==> src/rtl/tmc_pkg.sv <==
// Shared constants and state encoding for the TMC SPI master.
package tmc_pkg;

  localparam int unsigned TMC_FRAME_W  = 40;
  localparam int unsigned TMC_BITCNT_W = $clog2(TMC_FRAME_W + 1);

  typedef enum logic [2:0] {
    IDLE,
    SETUP,
    SHIFT,
    HOLD,
    GAP
  } tmc_state_e;

endpackage

==> src/rtl/tmc_sclk_gen.sv <==
// CLK_DIV half-period timer: a tick at the end of every CLK_DIV-cycle interval,
// split into SCLK rise/fall strobes while toggling is enabled.
module tmc_sclk_gen #(
  parameter int unsigned CLK_DIV = 4
) (
  input  logic clk,
  input  logic rst_n,
  input  logic en,
  input  logic toggle_en,
  input  logic sclk_lvl,
  output logic tick_c,
  output logic rise_c,
  output logic fall_c
);

  localparam int unsigned CNT_W = $clog2(CLK_DIV);

  logic [CNT_W-1:0] cnt_q, cnt_d;

  always_comb begin
    tick_c = en && (cnt_q == CNT_W'(CLK_DIV - 1));
    cnt_d  = cnt_q + CNT_W'(1);
    if (!en || tick_c) begin
      cnt_d = '0;
    end
    rise_c = tick_c && toggle_en && !sclk_lvl;
    fall_c = tick_c && toggle_en && sclk_lvl;
  end

  always_ff @(posedge clk or negedge rst_n) begin
    if (!rst_n) begin
      cnt_q <= '0;
    end else begin
      cnt_q <= cnt_d;
    end
  end

endmodule

==> src/rtl/tmc_spi_master.sv <==
// 40-bit SPI mode-3 master for TMC drivers. Define TMC_MISO_SYNC_EN to put
// spi_miso behind a 2-flop synchronizer with a matching 2-cycle sample delay.
module tmc_spi_master
  import tmc_pkg::*;
#(
  parameter int unsigned CLK_DIV = 4
) (
  input  logic                   clk,
  input  logic                   rst_n,
  input  logic                   tmc_start,
  input  logic [TMC_FRAME_W-1:0] tmc_mosi_data,
  output logic [TMC_FRAME_W-1:0] tmc_miso_data,
  output logic                   tmc_busy,
  output logic                   tmc_done,
  output logic                   spi_csn,
  output logic                   spi_sclk,
  output logic                   spi_mosi,
  input  logic                   spi_miso
);

  tmc_state_e state_q, state_d;
  logic [TMC_FRAME_W-1:0]  tx_q, tx_d, rx_q, rx_d, miso_data_q, miso_data_d;
  logic [TMC_BITCNT_W-1:0] bitcnt_q, bitcnt_d;
  logic csn_q, csn_d, sclk_q, sclk_d, mosi_q, mosi_d;
  logic busy_q, busy_d, done_q, done_d;
  logic tick_c, rise_c, fall_c, cap_c, cap_bit_c;

  tmc_sclk_gen #(.CLK_DIV(CLK_DIV)) u_sclk_gen (
    .clk      (clk),
    .rst_n    (rst_n),
    .en       (state_q != IDLE),
    .toggle_en(state_q == SETUP || state_q == SHIFT),
    .sclk_lvl (sclk_q),
    .tick_c   (tick_c),
    .rise_c   (rise_c),
    .fall_c   (fall_c)
  );

`ifdef TMC_MISO_SYNC_EN
  // The sample strobe trails each rise by the synchronizer depth, so it still
  // captures the bit that was on the pin at the rising edge.
  logic miso_s1_q, miso_s2_q, rise_d1_q, rise_d2_q;

  always_ff @(posedge clk or negedge rst_n) begin
    if (!rst_n) begin
      miso_s1_q <= 1'b0;
      miso_s2_q <= 1'b0;
      rise_d1_q <= 1'b0;
      rise_d2_q <= 1'b0;
    end else begin
      miso_s1_q <= spi_miso;
      miso_s2_q <= miso_s1_q;
      rise_d1_q <= rise_c;
      rise_d2_q <= rise_d1_q;
    end
  end

  assign cap_c     = rise_d2_q;
  assign cap_bit_c = miso_s2_q;
`else
  assign cap_c     = rise_c;
  assign cap_bit_c = spi_miso;
`endif

  always_comb begin
    state_d     = state_q;
    tx_d        = tx_q;
    rx_d        = rx_q;
    miso_data_d = miso_data_q;
    bitcnt_d    = bitcnt_q;
    csn_d       = csn_q;
    sclk_d      = sclk_q;
    mosi_d      = mosi_q;
    busy_d      = busy_q;
    done_d      = 1'b0;

    if (cap_c) begin
      rx_d = {rx_q[TMC_FRAME_W-2:0], cap_bit_c};
    end

    unique case (state_q)
      IDLE: begin
        if (tmc_start) begin
          tx_d     = tmc_mosi_data;
          mosi_d   = tmc_mosi_data[TMC_FRAME_W-1];
          csn_d    = 1'b0;
          busy_d   = 1'b1;
          bitcnt_d = '0;
          state_d  = SETUP;
        end
      end
      SETUP: begin
        if (fall_c) begin
          sclk_d  = 1'b0;
          mosi_d  = tx_q[TMC_FRAME_W-1];
          state_d = SHIFT;
        end
      end
      SHIFT: begin
        // TX shifts on the rise so the next fall simply presents the new MSB.
        if (rise_c) begin
          sclk_d   = 1'b1;
          tx_d     = {tx_q[TMC_FRAME_W-2:0], 1'b0};
          bitcnt_d = bitcnt_q + TMC_BITCNT_W'(1);
        end else if (fall_c) begin
          if (bitcnt_q == TMC_BITCNT_W'(TMC_FRAME_W)) begin
            state_d = HOLD;
          end else begin
            sclk_d = 1'b0;
            mosi_d = tx_q[TMC_FRAME_W-1];
          end
        end
      end
      HOLD: begin
        if (tick_c) begin
          csn_d   = 1'b1;
          mosi_d  = 1'b0;
          state_d = GAP;
        end
      end
      GAP: begin
        if (tick_c) begin
          busy_d      = 1'b0;
          done_d      = 1'b1;
          miso_data_d = rx_q;
          state_d     = IDLE;
        end
      end
      default: state_d = IDLE;
    endcase
  end

  always_ff @(posedge clk or negedge rst_n) begin
    if (!rst_n) begin
      state_q     <= IDLE;
      tx_q        <= '0;
      rx_q        <= '0;
      miso_data_q <= '0;
      bitcnt_q    <= '0;
      csn_q       <= 1'b1;
      sclk_q      <= 1'b1;
      mosi_q      <= 1'b0;
      busy_q      <= 1'b0;
      done_q      <= 1'b0;
    end else begin
      state_q     <= state_d;
      tx_q        <= tx_d;
      rx_q        <= rx_d;
      miso_data_q <= miso_data_d;
      bitcnt_q    <= bitcnt_d;
      csn_q       <= csn_d;
      sclk_q      <= sclk_d;
      mosi_q      <= mosi_d;
      busy_q      <= busy_d;
      done_q      <= done_d;
    end
  end

  assign tmc_miso_data = miso_data_q;
  assign tmc_busy      = busy_q;
  assign tmc_done      = done_q;
  assign spi_csn       = csn_q;
  assign spi_sclk      = sclk_q;
  assign spi_mosi      = mosi_q;

endmodule

==> config.mk <==
export PLATFORM = sky130hd
export DESIGN_NAME = tmc_spi_master
export DESIGN_NICKNAME = d
export VERILOG_FILES = /design/src/rtl/tmc_pkg.sv /design/src/rtl/tmc_sclk_gen.sv /design/src/rtl/tmc_spi_master.sv
export SDC_FILE = /design/constraint.sdc
export NUM_CORES = 1
export LEC_CHECK = 0
export CAP_MARGIN = 20
export CORE_UTILIZATION = 51
export CTS_CLUSTER_DIAMETER = 40
export DETAILED_ROUTE_END_ITERATION = 12
export MAX_ROUTING_LAYER = met4
export PLACE_DENSITY = 0.72
export SETUP_SLACK_MARGIN = 0.05
export SKIP_CTS_REPAIR_TIMING = 1
export SLEW_MARGIN = 25
export SYNTH_ARGS = -nofsm -noshare
export SYNTH_HDL_FRONTEND = slang
export SYNTH_HIERARCHICAL = 1
export SYNTH_SLANG_ARGS = --single-unit
==> constraint.sdc <==
create_clock -name clk -period 3.25 [get_ports clk]
set_clock_uncertainty 0.15 [all_clocks]
set_input_delay 0.8125 -clock clk [delete_from_list [all_inputs] [get_ports clk]]
set_output_delay 0.8125 -clock clk [all_outputs]
set_load 0.01 [all_outputs]
==> results of run 1 <==
cell usage in the layout, fill, tap and decap left out, types with 2 or more instances in the layout:
cell	Yosys	routed
dfrtp_1	134	134
clkdlybuf4s50_1	0	87
nand2_1	48	48
mux2_2	43	43
mux2i_1	41	41
mux2_4	38	38
o21ai_1	38	38
clkbuf_16	0	17
buf_4	3	9
nor2_1	7	7
inv_1	6	6
xor2_1	4	4
inv_6	0	4
nand4_1	3	3
nor3b_1	3	3
ha_1	3	3
clkinvlp_4	0	3
bufinv_16	0	3
a22o_1	2	2
a21oi_1	2	2
o21ai_0	2	2
clkinv_2	0	2
clkbuf_8	0	2
buf_12	0	2
dfstp_2	2	2
flip-flops by register name, indices dropped and copies added, names as in the netlist:
| register | flops |
|---|---|
| bitcnt_q | 6 |
| rx_q | 40 |
| spi_csn | 1 |
| spi_mosi | 1 |
| spi_sclk | 1 |
| state_q | 3 |
| tmc_busy | 1 |
| tmc_done | 1 |
| tmc_miso_data | 40 |
| tx_q | 40 |
| u_sclk_gen/cnt_q | 2 |
routing by layer:
layer / up-vias / part of all wire [%] / global-route usage [%]
li1: 1681 / - / -
met1: 1710 / 46 / 24.9
met2: 59 / 49 / 31.6
met3: 7 / 3.8 / 6.52
met4: 0 / 1.0 / 7.24
met5: - / 0 / -
stage by stage:
step,hold slack [ps],std cells,setup WS (ps)
after detailed placement,287,640,543
after floorplan,266,427,848
after global routing,323,672,352
after global placement,284,640,588
final,265,672,520
after CTS,295,672,520
power groups by stage:
| stage | logic, mW | clock network, mW | registers (mW) |
|---|---|---|---|
| after floorplan | 0.346 | 0 | 2.03 |
| after CTS | 0.510 | 2.02 | 2.04 |
| after global placement | 0.487 | 0 | 2.05 |
| final | 0.501 | 1.98 | 2.04 |
| after detailed placement | 0.508 | 0 | 2.06 |
| after global routing | 0.569 | 2.10 | 2.07 |
area by class of cell:
type	count	area, µm²
sequential	136	3410
timing repair buffer	99	990
clock inverter	13	166
multi-input combinational	259	2250
fill	836	3520
clock buffer	19	453
inverter	6	22.5
tap	140	175
worst max-delay path, stage by stage, from the launching register on:
cell and delay, ps:
dfrtp_1 640, or3_1 230, and2_2 210, and3_2 670, buf_4 380, mux2_4 320
final timing paths:
check / endpoint / slack [ps] / cells past startpoint
min in group clk: u_sclk_gen/cnt_q[0] / 290 / 1
setup / recovery: tmc_miso_data[12] / 520 / 5
hold reg to reg: u_sclk_gen/cnt_q[0] / 290 / 1
setup reg to reg: tmc_miso_data[12] / 520 / 5
hold / removal: tx_q[34] / 270 / 1
max in group asynchronous: tmc_miso_data[34] / 1930 / 2
cell families after synthesis:
logic type	count (synthesis)
fa+ha+maj	3
compound gates	51
flops	136
buf+inv	32
mux	122
simple gates	78
xor+xnor	5
==> metrics.md, run 1 <==
| Metric | Value |
|---|---|
| Initial antenna violation count | `0` |
| Num Clock Sinks | `136` |
| Crit path from | `state_q[1]` |
| Maxcap violations | `0` |
| Internal Power | `3.43 mW` |
| Multiplexer share of the synthesized area | `25.2%` |
| Number of global-route vias before repair | `3583` |
| FP Rows | `38` |
| IO Count | `89` |
| Die area | `11800 µm²` |
| Seq cells post-synth | `136` |
| Post-DP HPWL | `6740 µm` |
| Post-synth EDFFs | `0` |
| Post-synth ARST share | `100%` |
| Max-slew violations | `0` |
| Top-count cell post-synth | `dfrtp_1` |
| Net Sw Frac | `24.1%` |
| Logic pwr share | `11.1%` |
| Final WL | `10300 µm` |
| Largest family of logic cells by synthesized area | `multiplexers` |
| Number of diodes | `0` |
| Final setup viols | `0` |
| R2R Path Start | `state_q[1]` |
| Synth area leader | `dfrtp_1` |
| Synth Area in Adders | `0.645%` |
| CP required | `3390 ps` |
| Total number of H-tree levels | `4` |
| Top cells by area, synth | `dfrtp_1 (58%), mux2_4 (9.8%), mux2_2 (8.3%)` |
| Crit path DAT | `2870 ps` |
| Setup Crit Path Kind | `flop to flop` |
| # port buffers | `88` |
| Register area share after synthesis | `58.5%` |
| Grt total ovfl | `0` |
| Drt via density | `5.14` |
| Clock latency on the worst-skew pair | `410 ps` |
| Tot Pwr | `4.52 mW` |
| Average wire per standard cell | `15.4 µm` |
| CTS tree | `built` |
| CP Launch Type | `flop` |
| Max Freq | `366 MHz` |
| Largest fanout on the critical path | `24` |
| Clk network pwr share | `43.8%` |
| First-pass GRT wire length | `17500 µm` |
| Flop pwr share | `45.1%` |
| Cts bufs inserted | `17` |
| Share of post-route cells with drive strength above 1 | `25.8%` |
| Net Sw Power | `1.09 mW` |
| Top cells by count, synth | `dfrtp_1 (134), nand2_1 (48), mux2_2 (43)` |
| GP Congestion | `0.786` |
| Clock buffer depth | `2` |
| Mapped Area | `5820 µm²` |
| Total Routing Usage GR | `20.3%` |
| Area grow syn2layout | `28.1%` |
| Layout Nets | `566` |
| Peak supply drop | `0.323 mV` |
| Final min period | `2730 ps` |
| Hold/Removal Path Class | `input pin to async pin` |
| Synth Area in Simple Gates | `6.92%` |
| Detail Route Antenna Nets | `0` |
| Cell count after synthesis | `427` |
| Pwr dens | `606 nW/µm²` |
| Setup Total Neg Slack | `0 ps` |
| Count of final hold-check violations | `0` |
| Yosys top cell area share | `57.6%` |
| Leak Pwr | `3.36 nW` |
| Synth Area in XOR/XNOR | `0.752%` |
| RSZ-0062 raised after global routing | `no` |
| Relative slew margins | `52.6%` |
| Synthesis warning total | `6` |
| Starting DRT DRC Count | `145` |
| Status | `finished, final reports clean` |
| Fin crit share | `84.0%` |
| Crit end category | `flop` |
| Clock Tree Root | `clkbuf_16` |
| Largest net degree at the start of global routing | `77` |
| Slew @ Worst Pin | `711 ps` |
| Starting Density | `53.0%` |
| Complex-gate fraction of the synthesized area | `4.88%` |
| Total vias in the final route | `3457` |
| Post-Place Cell Area | `6840 µm²` |
| 1st-pass router iterations | `4` |
| Fin util | `67.9%` |
| Synth Flop Type | `dfrtp_1` |
| Core Footprint | `11000 µm²` |
| Post-Syn Area per Cell | `13.6 µm²` |
| Clk pin slew, worst setup/hold paths | `60 ps` |
| Post-Layout Inst Area | `7460 µm²` |
| DRC viols | `0` |
| Die Y | `109 µm` |
| Die Span X | `109 µm` |
| Synth unique cells | `43` |
| Net Count, Synth | `474` |
(Power assumes the default switching activity.)
==> run 2: changes to the inputs <==
--- a/config.mk
+++ b/config.mk
@@ -6,7 +6,7 @@
 export NUM_CORES = 1
 export LEC_CHECK = 0
 export CAP_MARGIN = 20
-export CORE_UTILIZATION = 51
+export CORE_UTILIZATION = 49
 export CTS_CLUSTER_DIAMETER = 40
 export DETAILED_ROUTE_END_ITERATION = 12
 export MAX_ROUTING_LAYER = met4
==> constraint.sdc (replaced) <==
create_clock -name clk -period 2.26 [get_ports clk]
set_clock_uncertainty 0.15 [all_clocks]
set_input_delay 0.565 -clock clk [delete_from_list [all_inputs] [get_ports clk]]
set_output_delay 0.565 -clock clk [all_outputs]
set_load 0.01 [all_outputs]
==> run 2 against run 1 <==
The flow now finishes with violations (DRC). First-iteration DRC count rose by 21%. Critical path type unchanged. Largest cell class unchanged. Sequential power increased by 44%. Non-clock buffer count up 22. Critical path depth grew 3. Sequential share of layout area shrank 2.1 points. Clock-buffer cell count is 5 higher. Global-route usage fell by 0.73 points.
==> metrics.md, run 2 (synthesized netlist as in run 1, its figures left out) <==
| Metric | Value |
|---|---|
| Status | `finished with violations` |
| Failing checks | `DRC` |
| Share of post-route cells with drive strength above 1 | `29.8% (+4.0 points)` |
| Most frequent cells in the layout | `dfrtp_1 (133), clkdlybuf4s50_1 (85), nand2_1 (45)` |
| Drt via density | `5.27 (+2.4%)` |
| Max-slew violations | `0 (unchanged)` |
| Initial antenna violation count | `0 (unchanged)` |
| First-pass GRT wire length | `18300 µm (+5.1%)` |
| Crit path DAT | `2360 ps (-510 ps)` |
| Pwr dens | `832 nW/µm² (+37%)` |
| RSZ-0062 raised after global routing | `yes` |
| Number of diodes | `0 (unchanged)` |
| Pre-CTS setup slack | `93.6 ps (-449 ps)` |
| Starting DRT DRC Count | `175 (+21%)` |
| Crit path from | `state_q[2]` |
| Post-DP HPWL | `6910 µm (+2.4%)` |
| FP Rows | `39 (+2.6%)` |
| Maxcap violations | `0 (unchanged)` |
| Max Freq | `453 MHz (+24%)` |
| # port buffers | `88 (unchanged)` |
| Final WS setup | `51.0 ps (-469 ps)` |
| IO Count | `89 (unchanged)` |
| CP Launch Type | `flop` |
| Total number of H-tree levels | `4 (unchanged)` |
| Fin util | `67.9% (about the same)` |
| Die Y | `111 µm (+2.0%)` |
| Core Footprint | `11500 µm² (+4.9%)` |
| Final setup viols | `0 (unchanged)` |
| Clk pin slew, worst setup/hold paths | `60 ps (about the same)` |
| FF-to-FF path depth | `8 (+3)` |
| Area grow syn2layout | `34.3%` |
| Largest fanout on the critical path | `13 (-46%)` |
| Total Routing Usage GR | `19.6% (-0.73 points)` |
| R2R Path Start | `state_q[2]` |
| Hold_sp | `u_sclk_gen/cnt_q[0]` |
| 1st-pass router iterations | `8 (+4)` |
| Hold/Removal Path Class | `flop to flop` |
| Crit end category | `flop` |
| Layout Nets | `588 (+3.9%)` |
| Relative slew margins | `72.5% (+20 points)` |
| Clock buffer depth | `2 (unchanged)` |
| Number of global-route vias before repair | `3669 (+2.4%)` |
| Peak supply drop | `0.610 mV (+89%)` |
| Hold Path Depth | `1` |
| Detail Route Antenna Nets | `0 (unchanged)` |
| Leak Pwr | `3.57 nW (+6.1%)` |
| Slew @ Worst Pin | `412 ps (-299 ps)` |
| Final WL | `11600 µm (+12%)` |
| GP Congestion | `0.731 (-7.0%)` |
| Cts bufs inserted | `17 (unchanged)` |
| Setup Crit Path Kind | `flop to flop` |
| CP required | `2410 ps (-980 ps)` |
| Die Span X | `111 µm (+2.0%)` |
| Clock latency on the worst-skew pair | `410 ps (about the same)` |
| Num Clock Sinks | `136 (unchanged)` |
| Starting Density | `50.6% (-2.5 points)` |
| Total vias in the final route | `3673 (+6.2%)` |
| Crit path to | `tx_q[23]` |
| Die area | `12300 µm² (+4.0%)` |
| Final min period | `2210 ps (-521 ps)` |
| DRC viols | `16 (+16)` |
| CTS tree | `built` |
| Grt total ovfl | `0 (unchanged)` |
| Reg-to-reg setup timing slack | `50 ps (-470 ps)` |
| Commonest non-fill, non-tap cell in the layout | `dfrtp_1` |
| Clock Tree Root | `clkbuf_16` |
| Fin crit share | `97.7% (+14 points)` |
| FF-to-FF End | `tx_q[23]` |
| Count of final hold-check violations | `0 (unchanged)` |
| Average wire per standard cell | `16.6 µm (+7.8%)` |
| Largest net degree at the start of global routing | `54 (-30%)` |
[run 2: cell count changes in the layout (fill, tap and decap cells not counted), moves of 4 or more]
cell       before  now
inv_6           4    0
buf_6           1    5
buf_4           9   15
buf_12          2    7
clkbuf_16      17   22
[run 2: layout make-up]
type	instances	area [µm²]
Clock buffer	24	502
Clock inverter	8	92.6
Fill cell	858	3700
Inverter	6	22.5
Multi-Input combinational cell	259	2280
Sequential cell	136	3410
Tap cell	143	179
Timing Repair Buffer	121	1330
[run 2: worst min-delay path by stage]
stage,endpoint
global route,u_sclk_gen/cnt_q[0]
global placement,u_sclk_gen/cnt_q[0]
CTS,u_sclk_gen/cnt_q[0]
detailed placement,u_sclk_gen/cnt_q[0]
finish,u_sclk_gen/cnt_q[0]
floorplan,bitcnt_q[0]
[run 2: metal layers]
| metal | routed length [µm] | up-vias | track usage [%] |
|---|---|---|---|
| met1 | 5110 | 1845 | 23.8 |
| met3 | 617 | 13 | 6.12 |
| met2 | 5690 | 94 | 30.6 |
| met4 | 134 | 0 | 7.84 |
| li1 | - | 1721 | - |
| met5 | 0 | - | - |
[run 2: report_power, final]
part,internal (mW),switching (mW)
Combinational,0.448,0.372
Clock,1.76,0.984
Sequential,2.74,0.196
Total,4.95,1.55
[run 2: stage by stage]
stage / area, µm² / hold slack, ps / instances / total power [mW] / TNS, ps
3_5_place_dp: 6930 / 287 / 649 / 3.73 / 0
6_report: 7820 / 299 / 697 / 6.50 / 0
2_1_floorplan: 5880 / 119 / 427 / 3.42 / 0
5_1_grt: 7820 / 316 / 697 / 6.80 / -226
4_1_cts: 7530 / -87.1 / 681 / 6.50 / 0
3_3_place_gp: 6930 / 278 / 649 / 3.68 / 0
[run 2: worst max-delay path: stages, from the launching register on]
cell,delay [ps]
dfrtp_2,420
or3_4,390
and4b_2,240
nor4bb_4,160
buf_4,150
nor2_4,170
buf_12,160
buf_6,160
o21ai_1,90
